**src/rtl/uart_rx_pixel.sv**
```systemverilog
`default_nettype none
// ============================================================================
//  Module   : uart_rx_pixel
//  Purpose  : 8N1 UART receiver that rebuilds a serial image frame and emits
//             it as PIX_W-bit pixels, one strobe per pixel with its address.
//             The first received byte holds the frame MSBs. Pixels are
//             re-packed through a small accumulator.
//  Ports    : clk        - system clock, rising edge
//             rst_n      - asynchronous active-low reset
//             bit_in     - UART RX line, idle high, asynchronous to clk
//             pix_valid  - one-cycle pixel strobe
//             pix_data   - pixel value, held until the next strobe
//             pix_addr   - pixel index 0..N_PIX-1, held until the next strobe
//             frame_done - one-cycle pulse alongside the last pixel strobe
//             frame_err  - sticky error (bad stop bit or inter-byte timeout)
//             busy       - high while a frame is partially received
//  Revision : 1.0 - initial release
// ============================================================================
module uart_rx_pixel #(
    parameter int CLKS_PER_BIT = 434,
    parameter int PIX_W        = 18,
    parameter int N_PIX        = 784,
    parameter int TIMEOUT      = 16 * CLKS_PER_BIT
) (
    input  logic             clk,
    input  logic             rst_n,
    input  logic             bit_in,
    output logic             pix_valid,
    output logic [PIX_W-1:0] pix_data,
    output logic [9:0]       pix_addr,
    output logic             frame_done,
    output logic             frame_err,
    output logic             busy
);

    localparam int C_N_BYTES = (N_PIX * PIX_W) / 8;
    localparam int C_TMR_W   = $clog2(CLKS_PER_BIT);
    localparam int C_IDLE_W  = $clog2(TIMEOUT);
    localparam int C_BCNT_W  = $clog2(C_N_BYTES + 1);
    localparam int C_FILL_W  = $clog2(PIX_W + 8 + 1);
    localparam int C_CAT_W   = PIX_W + 8;

    localparam logic [C_TMR_W-1:0]  C_HALF_M1  = C_TMR_W'(CLKS_PER_BIT / 2 - 1);
    localparam logic [C_TMR_W-1:0]  C_BIT_M1   = C_TMR_W'(CLKS_PER_BIT - 1);
    localparam logic [C_IDLE_W-1:0] C_TO_M1    = C_IDLE_W'(TIMEOUT - 1);
    localparam logic [9:0]          C_LAST_PIX = 10'(N_PIX - 1);
    localparam logic [C_FILL_W-1:0] C_PIX_W    = C_FILL_W'(PIX_W);
    localparam logic [C_FILL_W-1:0] C_BYTE_W   = C_FILL_W'(8);

    typedef enum logic [1:0] {
        S_IDLE  = 2'd0,
        S_START = 2'd1,
        S_DATA  = 2'd2,
        S_STOP  = 2'd3
    } state_t;

    state_t              r_state;
    state_t              w_state_next;
    logic                r_sync1;
    logic                r_sync2;
    logic [C_TMR_W-1:0]  r_tmr;
    logic [2:0]          r_bit_idx;
    logic [7:0]          r_shift;
    logic                r_byte_stb;
    logic [C_IDLE_W-1:0] r_idle_cnt;
    logic [C_BCNT_W-1:0] r_byte_cnt;
    logic [9:0]          r_pix_cnt;
    logic [PIX_W-1:0]    r_acc;
    logic [C_FILL_W-1:0] r_fill;

    logic                w_start_det;
    logic                w_bit_smp;
    logic                w_stop_ok;
    logic                w_stop_bad;
    logic                w_timeout;
    logic [C_CAT_W-1:0]  w_cat;
    logic [C_FILL_W-1:0] w_fill_sum;
    logic [C_FILL_W-1:0] w_fill_rem;
    logic                w_emit;
    logic [PIX_W-1:0]    w_pixel;

    // Two-flop synchronizer; resets to the idle (high) line level.
    always_ff @(posedge clk or negedge rst_n) begin
        if (!rst_n) begin
            r_sync1 <= 1'b1;
            r_sync2 <= 1'b1;
        end else begin
            r_sync1 <= bit_in;
            r_sync2 <= r_sync1;
        end
    end

    // ---------------- RX state machine ----------------
    always_ff @(posedge clk or negedge rst_n) begin
        if (!rst_n) r_state <= S_IDLE;
        else        r_state <= w_state_next;
    end

    always_comb begin
        w_state_next = r_state;
        w_start_det  = 1'b0;
        w_bit_smp    = 1'b0;
        w_stop_ok    = 1'b0;
        w_stop_bad   = 1'b0;
        unique case (r_state)
            S_IDLE: begin
                if (!r_sync2) begin
                    w_start_det  = 1'b1;
                    w_state_next = S_START;
                end
            end
            S_START: begin
                // A line back high at mid start bit is a glitch, not a byte.
                if (r_tmr == C_HALF_M1) w_state_next = r_sync2 ? S_IDLE : S_DATA;
            end
            S_DATA: begin
                if (r_tmr == C_BIT_M1) begin
                    w_bit_smp = 1'b1;
                    if (r_bit_idx == 3'd7) w_state_next = S_STOP;
                end
            end
            S_STOP: begin
                if (r_tmr == C_BIT_M1) begin
                    w_state_next = S_IDLE;
                    w_stop_ok    = r_sync2;
                    w_stop_bad   = !r_sync2;
                end
            end
            default: w_state_next = S_IDLE;
        endcase
    end

    // Bit timer restarts on every state change and every data-bit sample.
    always_ff @(posedge clk or negedge rst_n) begin
        if (!rst_n) begin
            r_tmr      <= '0;
            r_bit_idx  <= '0;
            r_shift    <= '0;
            r_byte_stb <= 1'b0;
        end else begin
            r_byte_stb <= w_stop_ok;
            if (r_state == S_IDLE || w_state_next != r_state || w_bit_smp) r_tmr <= '0;
            else                                                          r_tmr <= r_tmr + C_TMR_W'(1);
            if (r_state == S_IDLE) r_bit_idx <= '0;
            else if (w_bit_smp)    r_bit_idx <= r_bit_idx + 3'd1;
            // LSB arrives first, so shift in from the top.
            if (w_bit_smp) r_shift <= {r_sync2, r_shift[7:1]};
        end
    end

    // ---------------- Inter-byte timeout ----------------
    // Start detection outranks expiry, so a byte arriving on the last idle
    // clock keeps the frame alive.
    assign w_timeout = busy && (r_state == S_IDLE) && !w_start_det && (r_idle_cnt == C_TO_M1);

    always_ff @(posedge clk or negedge rst_n) begin
        if (!rst_n)                        r_idle_cnt <= '0;
        else if (w_start_det || !busy)     r_idle_cnt <= '0;
        else if (r_state == S_IDLE)        r_idle_cnt <= (r_idle_cnt == C_TO_M1) ? '0 : r_idle_cnt + C_IDLE_W'(1);
    end

    // ---------------- Pixel packing ----------------
    // Fewer than PIX_W valid bits remain in r_acc between bytes, so its low
    // PIX_W bits plus the new byte always hold every pending bit.
    assign w_cat      = {r_acc, r_shift};
    assign w_fill_sum = r_fill + C_BYTE_W;
    assign w_emit     = (w_fill_sum >= C_PIX_W);
    assign w_fill_rem = w_fill_sum - C_PIX_W;
    assign w_pixel    = PIX_W'(w_cat >> w_fill_rem);
    assign busy       = (r_byte_cnt != '0);

    always_ff @(posedge clk or negedge rst_n) begin
        if (!rst_n) begin
            pix_valid  <= 1'b0;
            pix_data   <= '0;
            pix_addr   <= '0;
            frame_done <= 1'b0;
            frame_err  <= 1'b0;
            r_byte_cnt <= '0;
            r_pix_cnt  <= '0;
            r_acc      <= '0;
            r_fill     <= '0;
        end else begin
            pix_valid  <= 1'b0;
            frame_done <= 1'b0;
            if (r_byte_stb) begin
                r_byte_cnt <= r_byte_cnt + C_BCNT_W'(1);
                r_acc      <= w_cat[PIX_W-1:0];
                r_fill     <= w_fill_sum;
                if (w_emit) begin
                    pix_valid <= 1'b1;
                    pix_data  <= w_pixel;
                    pix_addr  <= r_pix_cnt;
                    r_fill    <= w_fill_rem;
                    r_pix_cnt <= r_pix_cnt + 10'd1;
                    if (r_pix_cnt == C_LAST_PIX) begin
                        frame_done <= 1'b1;
                        r_pix_cnt  <= '0;
                        r_byte_cnt <= '0;
                        r_acc      <= '0;
                        r_fill     <= '0;
                    end
                end
            end else if (w_timeout) begin
                r_byte_cnt <= '0;
                r_pix_cnt  <= '0;
                r_acc      <= '0;
                r_fill     <= '0;
            end
            if (w_stop_bad || w_timeout) frame_err <= 1'b1;
        end
    end

endmodule
`default_nettype wire

```
**config.mk**
```make
export PLATFORM = sky130hd
export DESIGN_NAME = uart_rx_pixel
export DESIGN_NICKNAME = d
export VERILOG_FILES = /design/src/rtl/uart_rx_pixel.sv
export SDC_FILE = /design/constraint.sdc
export NUM_CORES = 1
export LEC_CHECK = 0
export BUFFER_PORTS_ARGS = -buffer_cell sky130_fd_sc_hd__buf_4
export CORE_MARGIN = 2
export CORE_UTILIZATION = 40
export DETAILED_ROUTE_END_ITERATION = 6
export GPL_TIMING_DRIVEN = 0
export SLEW_MARGIN = 10
export SYNTH_ARGS = -nofsm -noshare
export SYNTH_HDL_FRONTEND = slang
export SYNTH_SLANG_ARGS = --single-unit
```
**constraint.sdc**
```tcl
create_clock -name clk -period 3.31 [get_ports clk]
set_input_delay 0.1655 -clock clk [delete_from_list [all_inputs] [get_ports clk]]
set_output_delay 0.1655 -clock clk [all_outputs]
set_load 0.02 [all_outputs]
```
After elaboration in Yosys (flattened, before gate mapping):

Index checks and enable logic that the tools add are counted.

* add/subtract/negate cells: 7
* order comparisons: 1
* equal/unequal tests: 10
* shift operators: 1
* muxes and demuxes: 42
* reduce and logical (&&, ||, !) cells: 17

Operators with widths (number)
* $mux W18: 4
* $mux W11: 4
* $mux W10: 4
* $mux W13: 3
* $shr A26 B5 Y18: 1
* $mux W5: 4
* $add A13 B1 Y13 const B: 1
* $eq A13 B13 Y1 const B: 1
* $mux W1: 13
* $mux W2: 6
* $add A11 B1 Y11 const B: 1
* $reduce_bool A11 Y1: 1
* $add A10 B1 Y10 const B: 1
* $eq A10 B10 Y1 const B: 1
* $add A9 B1 Y9 const B: 1
* $eq A9 B8 Y1 const B: 1
* $eq A9 B9 Y1 const B: 1
* $mux W9: 1
* $pmux W2 S4: 1
* $mux W3: 2
* $reduce_bool A2 Y1: 3
* $add A5 B4 Y5 const B: 1
* $ge A5 B5 Y1 const B: 1
* $sub A5 B5 Y5 const B: 1
* 11 further kinds: 20

* flip-flop bits (word level): 113
* input port bits: 3
* output and inout port bits: 32
* logic and storage cells: 95

Depth between registers and ports, before layout:

* word-level depth: 8
* depth in mapped cells: 13
* depth with buffers taken out: 8

Worst setup path after synthesis:

No wires, ideal clock.

* path type: register to register
* start: register r_fill[1]
* end: register pix_data[4]
* library setup time: 127 ps
* data arrival time: 2508 ps
* data required time: 3183 ps
* path slack: 676 ps
* stages on the path, launching flop included: 11
* path buffers: 5
* period minus slack after synthesis: 2634 ps
* cell sequence: dfrtp_1 buf_2 buf_2 buf_2 inv_1 ha_1 buf_1 clkbuf_1 mux4_2 o211ai_1 a21oi_1

* longest elaborated chain between the ends: 3
* elaborated cells between the ends (all ways): 5
* classes of those cells: add/sub (2); order compare (1); shift (1); reduce/logical (1)

Ends and longest elaborated chain
* from (decl): RTL line 69 `logic [C_FILL_W-1:0] r_fill;`
* from (signal assigned): RTL line 189 `r_fill <= w_fill_sum;`
* from (signal assigned): RTL line 194 `r_fill <= w_fill_rem;`
* $add A5 B4 Y5 *: RTL line 166 `assign w_fill_sum = r_fill + C_BYTE_W;`
* $sub A5 B5 Y5 or $ge A5 B5 Y1 (tied branches): RTL line 168, 167
* $shr A26 B5 Y18 or $reduce_and A2 Y1 (tied branches)
* to (signal assigned): RTL line 192 `pix_data <= w_pixel;`
* to (decl): RTL line 29 `output logic [PIX_W-1:0] pix_data,`

Mark *: on every way between the ends. The rest lies on a longest branch, timed or not.
A chain may end at the register's enable or synchronous reset.

Worst setup path after layout:

* start: register r_fill[1]
* end: register pix_data[11]

The elaborated chain is that of the path after synthesis.

==> results.cfg <==
[floorplanning]
initial_core_util_pct = 40.86
row_count = 44
dieArea_um2 = 15780
die_w_um = 125.6
num_io_pins = 35
core_area_um2 = 14480
chipHeight_um = 125.6

[clock_tree]
path_clk_slew_ns = 0.07
clock_sinks = 112
clock_path_buffers = 2
numCtsBuffers = 9
cts-root-buf = clkbuf_16
htreeDepth = 3
clock_latency_ns = 0.35
cts_tree = done

[logic_synthesis]
synth_edf_count = 0
ys_ff_latch = 112
synth_cell_type_count = 66
yosysSeqAreaShare_pct = 47.42
synth_common_cells = 110 x dfrtp_1, 79 x nand2_1, 42 x o21ai_0
synth_top_area_share_pct = 46.53
synth_area_per_cell_um2 = 10.16
netlist_top_cells_area = dfrtp_1 47%, nand2_1 5.0%, a22o_1 4.7%, mux4_2 4.2%, o21ai_0 3.6%
syn-num-nets = 597
synth_top_area_cell = dfrtp_1
syn_area_um2 = 5916
synth-async-reset-ratio_pct = 100.0
ys_dominant_reg_cell = dfrtp_1
synth.most_common_cell = dfrtp_1
ys_warn_count = 0
synth_cells = 582

[power_and_ir_drop]
powerDensity_nw_per_um2 = 372.9
vdd_drop_max_v = 0.0002151
power_mw = 2.522
p_leak_nw = 3.080

[worst_setup_path]
setup.worst_path.start_class = register
reg2reg_from = r_fill[1]$_DFFE_PN0P_
r2r_cells = 10
critPathKind = register to register
endpoint_kind = register
r2r_slack_ns = 0.24
r2r_end = pix_data[11]$_DFFE_PN0P_
worstPathMaxFanout = 10
arrival_ns = 3.31
cp.required_ns = 3.54

[sta]
hold_violations = 0
period_share_pct = 92.85
rsz0062_at_grt = no
fin_crit_ns = 3.073
fmax_mhz = 325.4
finalSetupTns_ns = 0
skew_ns = 0.007329
worst_pin_slew_ns = 0.8426
worst_hold_slack_ns = 0.3074
slew_headroom_pct = 43.42
maxSlewViolCount = 0
finalSetupViolations = 0

[placed_design]
place_inst = 801
routabilityCongestion = 0.8825
port_buffers = 34
hpwl_um = 9669

[detailed_routing]
drcViolationCount = 0
drt-vias-per-instance = 5.595
vias = 4582
drt_iter0_drc = 356
dr.pass1.iters = 5
drtAntennaViolNets = 0
wl_per_cell_um = 16.29
drt-total-wl_um = 13340

[min_path]
min_path_type = primary input to asynchronous set/reset pin

[global_routing]
globalRouteOverflowTotal = 0
track_usage_pct = 17.77
grt_max_degree = 68
antenna_found_initial = 0
grt_pass1_wl_um = 23070
grt_pass1_vias = 4559

[final_layout]
fillers = 1356
layout.nets = 645
fin_cells = 819
syn_to_final_growth_pct = 14.32
drive_gt1_share_pct = 17.32
post-route-util_pct = 46.71
antenna_cells = 0

[run]
drv_cap = 0

[run_status]
outcome = finished, final reports clean
metrics by stage:
step           cell area (um2)  worst slack [ns]
2_1_floorplan             5916            0.6756
3_3_place_gp              6401           0.06541
3_5_place_dp              6432           0.01628
4_1_cts                   6760           0.02408
5_1_grt                   6763          0.008104
6_report                  6763            0.2366
routing by layer:
| metal | track usage (%) | part of all wire, % | wire [um] | up-vias |
|---|---|---|---|---|
| li1 | - | - | - | 2214 |
| met1 | 25.34 | 49 | 6476 | 2247 |
| met2 | 27.41 | 45 | 6053 | 103 |
| met3 | 3.101 | 4.3 | 580 | 18 |
| met4 | 6.405 | 1.7 | 228 | 0 |
| met5 | 0 | 0 | 0 | - |
final cells by class:
cell class	count	area, um2	area share (%)
multi-input combinational	423	2903	42.92
sequential	112	2805	41.48
timing repair buffer	37	306.5	4.533
clock buffer	10	239.0	3.534
tap	184	230.2	3.404
buffer	27	135.1	1.998
inverter	20	75.07	1.110
clock inverter	6	68.82	1.018
kinds of logic (layout without fill, tap and decap cells):
logic type                 Yosys count  in the layout  share of synthesized area, %
AOI/OAI and AO/OA                  142            142                         16.48
DFF                                112            112                         47.42
and+or+nand+nor                    211            211                         17.91
muxes                               42             42                         9.771
adders and majority gates           12             12                         2.538
buffers and inverters               47            100                         3.511
xor gates and xnor gates            16             16                         2.369
state kept, by name, indices dropped and copies added (netlist names):
register and flops:
frame_done 1, frame_err 1, pix_addr 10, pix_data 18
pix_valid 1, r_acc 18, r_bit_idx 3, r_byte_cnt 11
r_byte_stb 1, r_fill 4, r_idle_cnt 13, r_pix_cnt 10
r_shift 8, r_state 2, r_sync1 1, r_sync2 1
r_tmr 9
layout by cell type, fill, tap and decap left out, drive strengths merged, types with 3 or more instances in the layout:
cell type,n
nor3,12
nand4,7
nand3,17
clkbuf,20
or3,11
a31oi,9
nor2b,6
a21o,5
o31ai,4
a21oi,22
o21a,4
and4,3
nor4,6
a22o,32
mux4,11
a211oi,6
nand2,80
mux2i,15
and3,9
o211ai,4
inv,18
dfrtp,110
xnor2,10
nor3b,3
nor2,43
ha,12
xor2,6
o21ai,43
buf,52
and2,3
clkinv,6
mux2,16
where the power goes:
part           leakage (nW)  switching (mW)  internal [mW]
Sequential             1.54         0.00104           1.37
Clock                 0.149           0.507          0.611
Combinational          1.39          0.0272        0.00704
Total                  3.08           0.535           1.99
worst max path at each step:
stage,from,to,cells after the start
floorplan,r_fill[1]$_DFFE_PN0P_,pix_data[4]$_DFFE_PN0P_,10
global placement,r_fill[1]$_DFFE_PN0P_,pix_data[3]$_DFFE_PN0P_,10
detailed placement,r_fill[1]$_DFFE_PN0P_,pix_data[3]$_DFFE_PN0P_,10
CTS,r_fill[1]$_DFFE_PN0P_,pix_data[3]$_DFFE_PN0P_,10
global route,r_fill[1]$_DFFE_PN0P_,pix_data[11]$_DFFE_PN0P_,10
finish,r_fill[1]$_DFFE_PN0P_,pix_data[11]$_DFFE_PN0P_,10
critical path: stages, from the launching register on:
cell,delay [ns]
dfrtp_1,0.32
buf_2,0.24
buf_2,0.33
buf_2,0.29
inv_1,0.07
ha_1,0.28
xor2_1,0.25
clkbuf_1,0.37
clkbuf_1,0.39
mux2i_1,0.29
o21ai_0,0.12
timing repair:
item | CTS | global route
gates resized for setup | 0 | 3
hold endpoints to repair | 44 | 0
setup endpoints to repair | 0 | 13
setup buffers | 0 | 0
hold buffers | 2 | 0
No activity file was read; power rests on OpenSTA's default activity.
